$ cat src/rtl/isa_pkg.sv
// ISA constants shared by the instruction encoder and its packing logic:
// format codes, opcodes, ALU ops, field offsets and the legality table.
package isa_pkg;

    typedef enum logic [1:0] {
        FMT_R   = 2'd0,
        FMT_I   = 2'd1,
        FMT_JI  = 2'd2,
        FMT_JII = 2'd3
    } fmt_t;

    typedef enum logic [1:0] {
        ST_IDLE   = 2'd0,
        ST_ACTIVE = 2'd1,
        ST_PAD    = 2'd2,
        ST_DONE   = 2'd3
    } enc_state_t;

    localparam logic [4:0] OP_ADD  = 5'd0;
    localparam logic [4:0] OP_J    = 5'd1;
    localparam logic [4:0] OP_BNE  = 5'd2;
    localparam logic [4:0] OP_JAL  = 5'd3;
    localparam logic [4:0] OP_JR   = 5'd4;
    localparam logic [4:0] OP_ADDI = 5'd5;
    localparam logic [4:0] OP_BLT  = 5'd6;
    localparam logic [4:0] OP_SW   = 5'd7;
    localparam logic [4:0] OP_LW   = 5'd8;
    localparam logic [4:0] OP_SETX = 5'd21;
    localparam logic [4:0] OP_BEX  = 5'd22;

    localparam logic [4:0] ALU_MUL = 5'd6;
    localparam logic [4:0] ALU_DIV = 5'd7;

    localparam int OPCODE_LSB = 27;
    localparam int RD_LSB     = 22;
    localparam int RS_LSB     = 17;
    localparam int RT_LSB     = 12;
    localparam int SHAMT_LSB  = 7;
    localparam int ALUOP_LSB  = 2;

    localparam logic [31:0] NOP_WORD = 32'h0000_0000;

    // Mirrors the control decoder's opcode -> format mapping.
    function automatic logic opcode_legal(input logic [1:0] fmt, input logic [4:0] opcode);
        logic ok;
        ok = 1'b0;
        case (fmt)
            FMT_R:   ok = (opcode == OP_ADD);
            FMT_I:   ok = (opcode == OP_BNE) || (opcode == OP_ADDI) || (opcode == OP_BLT) ||
                          (opcode == OP_SW)  || (opcode == OP_LW);
            FMT_JI:  ok = (opcode == OP_J)   || (opcode == OP_JAL) ||
                          (opcode == OP_SETX) || (opcode == OP_BEX);
            default: ok = (opcode == OP_JR);
        endcase
        return ok;
    endfunction

endpackage

$ cat src/rtl/instr_pack.sv
// Combinational field packer: builds one 32-bit ISA word from decoded fields,
// zeroing fields the format does not use, and flags illegal combinations.
module instr_pack
    import isa_pkg::*;
(
    input  logic [1:0]  fmt,
    input  logic [4:0]  opcode,
    input  logic [4:0]  rd,
    input  logic [4:0]  rs,
    input  logic [4:0]  rt,
    input  logic [4:0]  shamt,
    input  logic [4:0]  aluop,
    input  logic [16:0] imm,
    input  logic [26:0] target,
    output logic [31:0] word,
    output logic        illegal
);

    logic [31:0] raw_word;
    logic        muldiv;

    always_comb begin
        raw_word = NOP_WORD;
        raw_word[OPCODE_LSB +: 5] = opcode;
        case (fmt)
            FMT_R: begin
                raw_word[RD_LSB +: 5]    = rd;
                raw_word[RS_LSB +: 5]    = rs;
                raw_word[RT_LSB +: 5]    = rt;
                raw_word[SHAMT_LSB +: 5] = shamt;
                raw_word[ALUOP_LSB +: 5] = aluop;
            end
            FMT_I: begin
                raw_word[RD_LSB +: 5] = rd;
                raw_word[RS_LSB +: 5] = rs;
                raw_word[16:0]        = imm;
            end
            FMT_JI: begin
                raw_word[26:0] = target;
            end
            default: begin
                raw_word[RD_LSB +: 5] = rd;
            end
        endcase
    end

    // mul/div exist only as R-type ALU operations
    assign muldiv  = (aluop == ALU_MUL) || (aluop == ALU_DIV);
    assign illegal = !opcode_legal(fmt, opcode) || ((fmt != FMT_R) && muldiv);
    assign word    = illegal ? NOP_WORD : raw_word;

endmodule

$ cat src/rtl/instr_encoder.sv
// Session-based instruction encoder: accepts field records, packs them into ISA
// words, writes them sequentially into IMEM, then pads with NOPs to drain the pipe.
module instr_encoder
    import isa_pkg::*;
#(
    parameter int ADDR_W   = 12,
    parameter int PAD_NOPS = 4
)(
    input  logic              clock,
    input  logic              reset,
    input  logic              start,
    input  logic [ADDR_W-1:0] base_addr,
    input  logic              in_valid,
    output logic              in_ready,
    input  logic [1:0]        in_fmt,
    input  logic [4:0]        in_opcode,
    input  logic [4:0]        in_rd,
    input  logic [4:0]        in_rs,
    input  logic [4:0]        in_rt,
    input  logic [4:0]        in_shamt,
    input  logic [4:0]        in_aluop,
    input  logic [16:0]       in_imm,
    input  logic [26:0]       in_target,
    input  logic              in_last,
    output logic              imem_wren,
    output logic [ADDR_W-1:0] imem_addr,
    output logic [31:0]       imem_data,
    output logic              busy,
    output logic              done,
    output logic              err_illegal,
    output logic              err_wrap
);

    localparam int PAD_W = (PAD_NOPS > 1) ? $clog2(PAD_NOPS) : 1;

    enc_state_t        state_reg, state_next;
    logic [ADDR_W-1:0] addr_reg;
    logic [31:0]       fifo_word_reg [2];
    logic              fifo_last_reg [2];
    logic              wr_ptr_reg, rd_ptr_reg;
    logic [1:0]        count_reg;
    logic              last_seen_reg;
    logic [PAD_W-1:0]  pad_cnt_reg;
    logic              err_illegal_reg, err_wrap_reg, done_reg;

    logic [31:0] enc_word;
    logic        enc_illegal;
    logic        start_ok, push, pop, pad_wr, head_last, pad_final;

    instr_pack u_pack (
        .fmt     (in_fmt),
        .opcode  (in_opcode),
        .rd      (in_rd),
        .rs      (in_rs),
        .rt      (in_rt),
        .shamt   (in_shamt),
        .aluop   (in_aluop),
        .imm     (in_imm),
        .target  (in_target),
        .word    (enc_word),
        .illegal (enc_illegal)
    );

    // Ready looks at plain full, so push+pop on a full FIFO never happens.
    assign start_ok  = start && ((state_reg == ST_IDLE) || (state_reg == ST_DONE));
    assign in_ready  = (state_reg == ST_ACTIVE) && (count_reg != 2'd2) && !last_seen_reg;
    assign push      = in_valid && in_ready;
    assign pop       = (state_reg == ST_ACTIVE) && (count_reg != 2'd0);
    assign pad_wr    = (state_reg == ST_PAD);
    assign head_last = fifo_last_reg[rd_ptr_reg];
    assign pad_final = (int'(pad_cnt_reg) == PAD_NOPS - 1);

    // State register
    always_ff @(posedge clock) begin
        if (reset) begin
            state_reg <= ST_IDLE;
        end else begin
            state_reg <= state_next;
        end
    end

    // Next-state logic
    always_comb begin
        state_next = state_reg;
        case (state_reg)
            ST_IDLE, ST_DONE: if (start) state_next = ST_ACTIVE;
            ST_ACTIVE: if (pop && head_last) state_next = (PAD_NOPS > 0) ? ST_PAD : ST_DONE;
            ST_PAD:    if (pad_final) state_next = ST_DONE;
            default:   state_next = ST_IDLE;
        endcase
    end

    // Output logic
    always_comb begin
        imem_wren = pop || pad_wr;
        imem_addr = addr_reg;
        imem_data = pop ? fifo_word_reg[rd_ptr_reg] : NOP_WORD;
        busy      = (state_reg == ST_ACTIVE) || (state_reg == ST_PAD);
        done      = done_reg;
    end

    assign err_illegal = err_illegal_reg;
    assign err_wrap    = err_wrap_reg;

    // FIFO payload carries no reset; occupancy is tracked by count_reg.
    always_ff @(posedge clock) begin
        if (push) begin
            fifo_word_reg[wr_ptr_reg] <= enc_word;
            fifo_last_reg[wr_ptr_reg] <= in_last;
        end
    end

    always_ff @(posedge clock) begin
        if (reset) begin
            addr_reg        <= '0;
            wr_ptr_reg      <= 1'b0;
            rd_ptr_reg      <= 1'b0;
            count_reg       <= 2'd0;
            last_seen_reg   <= 1'b0;
            pad_cnt_reg     <= '0;
            err_illegal_reg <= 1'b0;
            err_wrap_reg    <= 1'b0;
            done_reg        <= 1'b0;
        end else begin
            done_reg <= (state_next == ST_DONE) && (state_reg != ST_DONE);
            if (start_ok) begin
                addr_reg        <= base_addr;
                wr_ptr_reg      <= 1'b0;
                rd_ptr_reg      <= 1'b0;
                count_reg       <= 2'd0;
                last_seen_reg   <= 1'b0;
                pad_cnt_reg     <= '0;
                err_illegal_reg <= 1'b0;
                err_wrap_reg    <= 1'b0;
            end else begin
                if (push) begin
                    wr_ptr_reg <= ~wr_ptr_reg;
                    if (enc_illegal) err_illegal_reg <= 1'b1;
                    if (in_last)     last_seen_reg   <= 1'b1;
                end
                if (pop) rd_ptr_reg <= ~rd_ptr_reg;
                count_reg <= count_reg + 2'(push) - 2'(pop);
                if (imem_wren) begin
                    addr_reg <= addr_reg + ADDR_W'(1);
                    if (&addr_reg) err_wrap_reg <= 1'b1;
                end
                if (pad_wr) pad_cnt_reg <= pad_cnt_reg + PAD_W'(1);
            end
        end
    end

endmodule

$ cat config.mk
export PLATFORM = sky130hd
export DESIGN_NAME = instr_encoder
export DESIGN_NICKNAME = d
export VERILOG_FILES = /design/src/rtl/isa_pkg.sv /design/src/rtl/instr_pack.sv /design/src/rtl/instr_encoder.sv
export SDC_FILE = /design/constraint.sdc
export NUM_CORES = 1
export LEC_CHECK = 0
export BUFFER_PORTS_ARGS = -buffer_cell sky130_fd_sc_hd__buf_2
export CORE_AREA = 2 2 94 96
export DETAILED_ROUTE_END_ITERATION = 7
export DIE_AREA = 0 0 96 98
export GPL_TIMING_DRIVEN = 0
export HOLD_SLACK_MARGIN = 0.06
export PLACE_DENSITY = 0.9
export SKIP_LAST_GASP = 1
export SYNTH_ARGS = -nofsm -noshare
export SYNTH_HDL_FRONTEND = slang
export SYNTH_SLANG_ARGS = --single-unit
$ cat constraint.sdc
create_clock -name clock -period 5.2 [get_ports clock]
set_input_delay 0.78 -clock clock [delete_from_list [all_inputs] [get_ports clock]]
set_output_delay 0.78 -clock clock [all_outputs]
set_load 0.02 [all_outputs]
==> metrics.md <==
| Metric | Value |
|---|---|
| Outcome | completed |
| Post_cts resized | 0 |
| Hold slack | 0.495 ns |
| R2R cell count | 4 |
| Biggest cell delay along the critical path | 0.42 ns |
| Mapped Cells | 384 |
| Gr usage total | 24.6% |
| Synth cell count leaders | 66 x edfxtp_1, 55 x nor2_1, 40 x mux2i_1, 25 x dfxtp_1, 20 x nor3_2 |
| Starting Density | 54.6% |
| Flop-to-flop setup slack | 2.89 ns |
| Detail Placement HPWL | 8.33 mm |
| Fin nets | 641 |
| Port bufs | 141 |
| Post-synth top flop | edfxtp_1 |
| Rel. slew slack | 43.6% |
| DR WL/cell | 17.6 um |
| Fin crit share | 52.8% |
| Final core occ | 67.1% |
| Initial antenna violation count | 0 |
| Reg clk slew, reported paths | 0.09 ns |
| Share of cells above drive strength 1 | 38.2% |
| Final Max Slew Viols | 0 |
| Setup crit end kind | output port |
| CP startpoint kind | register |
| TritonCTS clock tree | done |
| Register bit total from synthesis | 91 |
| Via density | 5.88 |
| Die footprint | 0.00941 mm^2 |
| Reg area | 0.00248 mm^2 |
| Die Y-Extent | 98 um |
| Drc violations | 0 |
| Vias in the first global route | 3818 |
| Fillcell total | 624 |
| Hold Fails Final Rpt | 0 |
| Leading post-synthesis cells by cell area | edfxtp_1 43%, dfxtp_1 11%, mux2i_1 8.7% |
| Largest area contributor in the netlist | edfxtp_1 |
| Diodes inserted | 0 |
| Max Fanout on Critical Path | 10 |
| Skew final | 0.0115 ns |
| Highest Clock Rate | 364 MHz |
| CP arrival | 1.97 ns |
| DRT antenna net count | 0 |
| Worst path cell trace | inv_1, ha_1, o21ai_4, clkbuf_1, nor2_1, buf_2 |
| Largest net degree at the start of global routing | 34 |
| Worst hold path type | register to register |
| Cell Area, Synth | 0.00463 mm^2 |
| Max-cap check violation count | 0 |
| Register area share after synthesis | 53.7% |
| Vias | 3824 |
| Setup CP Type | register to output port |
| CTS Hold Bufs | 0 |
| GRT Residual Overflow | 0 |
| Rows | 34 |
| Asr flop ratio synth | 0% |
| Clock Sinks | 91 |
| Post-placement cell count | 634 |
| CP endpoint | imem_data[20] |
| Library cells used by synthesis | 51 |
| Root buf cell | clkbuf_8 |
| Post-synth EDFFs | 66 |
| Synthesized area per cell | 12.0 um^2 |
| Core box area | 0.00847 mm^2 |
| Yosys warns | 0 |
| Static Leak | 0.00219 uW |
| Pre-antenna DRT Iters | 7 |
| Non-Filler Instances | 650 |
| Syn Nets | 488 |
| Clock Latency Late Sink | 0.36 ns |
| Worst Setup SP | state_reg[1] |
| Count leader, synth | edfxtp_1 |
| I/O pins | 143 |
| Maximum vdd drop | 141 uV |
| Cell Pwr Density | 257 mW/mm^2 |
| WL final | 11.4 mm |
| RD Place Congestion | 0.835 |
| RSZ-0062 raised after global routing | no |
| Layout Area Growth over Synthesis | 22.7% |
| Crit path time final | 2.75 ns |
| DRC violation total after the first TritonRoute iteration | 206 |
| Number of flip-flops in the largest register | 64 |
| Multi-input logic area | 0.00197 mm^2 |
| Post-CTS setup buffer count | 0 |
| Final setup TNS | 0 ns |
| Reg2Reg Launch Point | state_reg[0] |
| Yosys top cell area share | 42.8% |
| Required @ worst endpoint | 4.42 ns |
| CTS Buf Count | 9 |
| Bufs on Longest Clock Path | 2 |
| First-pass GRT wire length | 17.9 mm |
| Worst slew pin tran | 0.846 ns |
| Critical path's slowest cell | clkbuf_1 |
| Critical R2R Capture | fifo_word_reg[1][9] |
| Die width | 96 um |
| # setup viols final | 0 |
| H-tree depth | 3 |
metal layers:
metal | vias to the layer above | global-route usage [%] | wire length [um]
met4 | 0 | 11.5 | 367
met2 | 186 | 40.9 | 5920
met1 | 1835 | 29.7 | 4300
met3 | 29 | 5.71 | 858
li1 | 1774 | - | -
met5 | - | 0 | 0
report_power, final:
part	switching, uW	internal, uW
combinational	117	82.7
sequential	16.0	797
clock	246	202
cells by family after synthesis:
logic type / share of synthesized area [%]
adder cells (fa/ha/maj): 2.98
buffers and inverters: 3.89
AO/OA/AOI/OAI: 13.3
AND/OR/NAND/NOR: 15.2
flip-flops: 53.7
XOR/XNOR: 2.27
multiplexers: 8.66
cells in the final DEF (no fill, tap or decap), types with 6 or more instances in the layout:
cell	instances
dfxtp_1	25
a21oi_1	6
a211oi_1	12
o21ai_0	11
nor3_2	20
inv_1	8
clkbuf_1	17
xor2_1	7
mux2i_1	40
nor2_1	54
ha_1	11
clkbuf_8	9
buf_2	150
edfxtp_1	66
a222oi_1	15
critical path, delay by kind of cell (launching register included):
family / cells / cell delay (ns)
AOI/OAI and AO/OA: 1 / 0.16
adders and majority gates: 1 / 0.26
buffers and inverters: 3 / 0.69
DFF: 1 / 0.38
and+or+nand+nor: 1 / 0.14
stage by stage:
step           area, um^2  total power [uW]  setup slack [ns]
3_3_place_gp         5470              1010              1.30
4_1_cts              5680              1460              2.44
3_5_place_dp         5500              1030              2.54
6_report             5680              1460              2.45
5_1_grt              5680              1520              2.27
2_1_floorplan        4630               943              2.17
layout make-up:
type / instances / area share [%]
well taps: 108 / 2.38
flip-flops and latches: 91 / 43.7
plain buffers: 28 / 2.58
clock inverters: 4 / 0.441
repair buffers: 142 / 12.8
multi-input cells: 256 / 34.7
inverters: 9 / 0.595
clock buffers: 12 / 2.76
worst min-delay path by stage:
stage                     cells past startpoint     startpoint       endpoint
after floorplan                               2  last_seen_reg  last_seen_reg
after global placement                        2  last_seen_reg  last_seen_reg
after detailed placement                      2  last_seen_reg  last_seen_reg
after CTS                                     2  last_seen_reg  last_seen_reg
after global routing                          1       err_wrap       err_wrap
final                                         2  last_seen_reg  last_seen_reg
No activity file was read; power rests on OpenSTA's default activity.
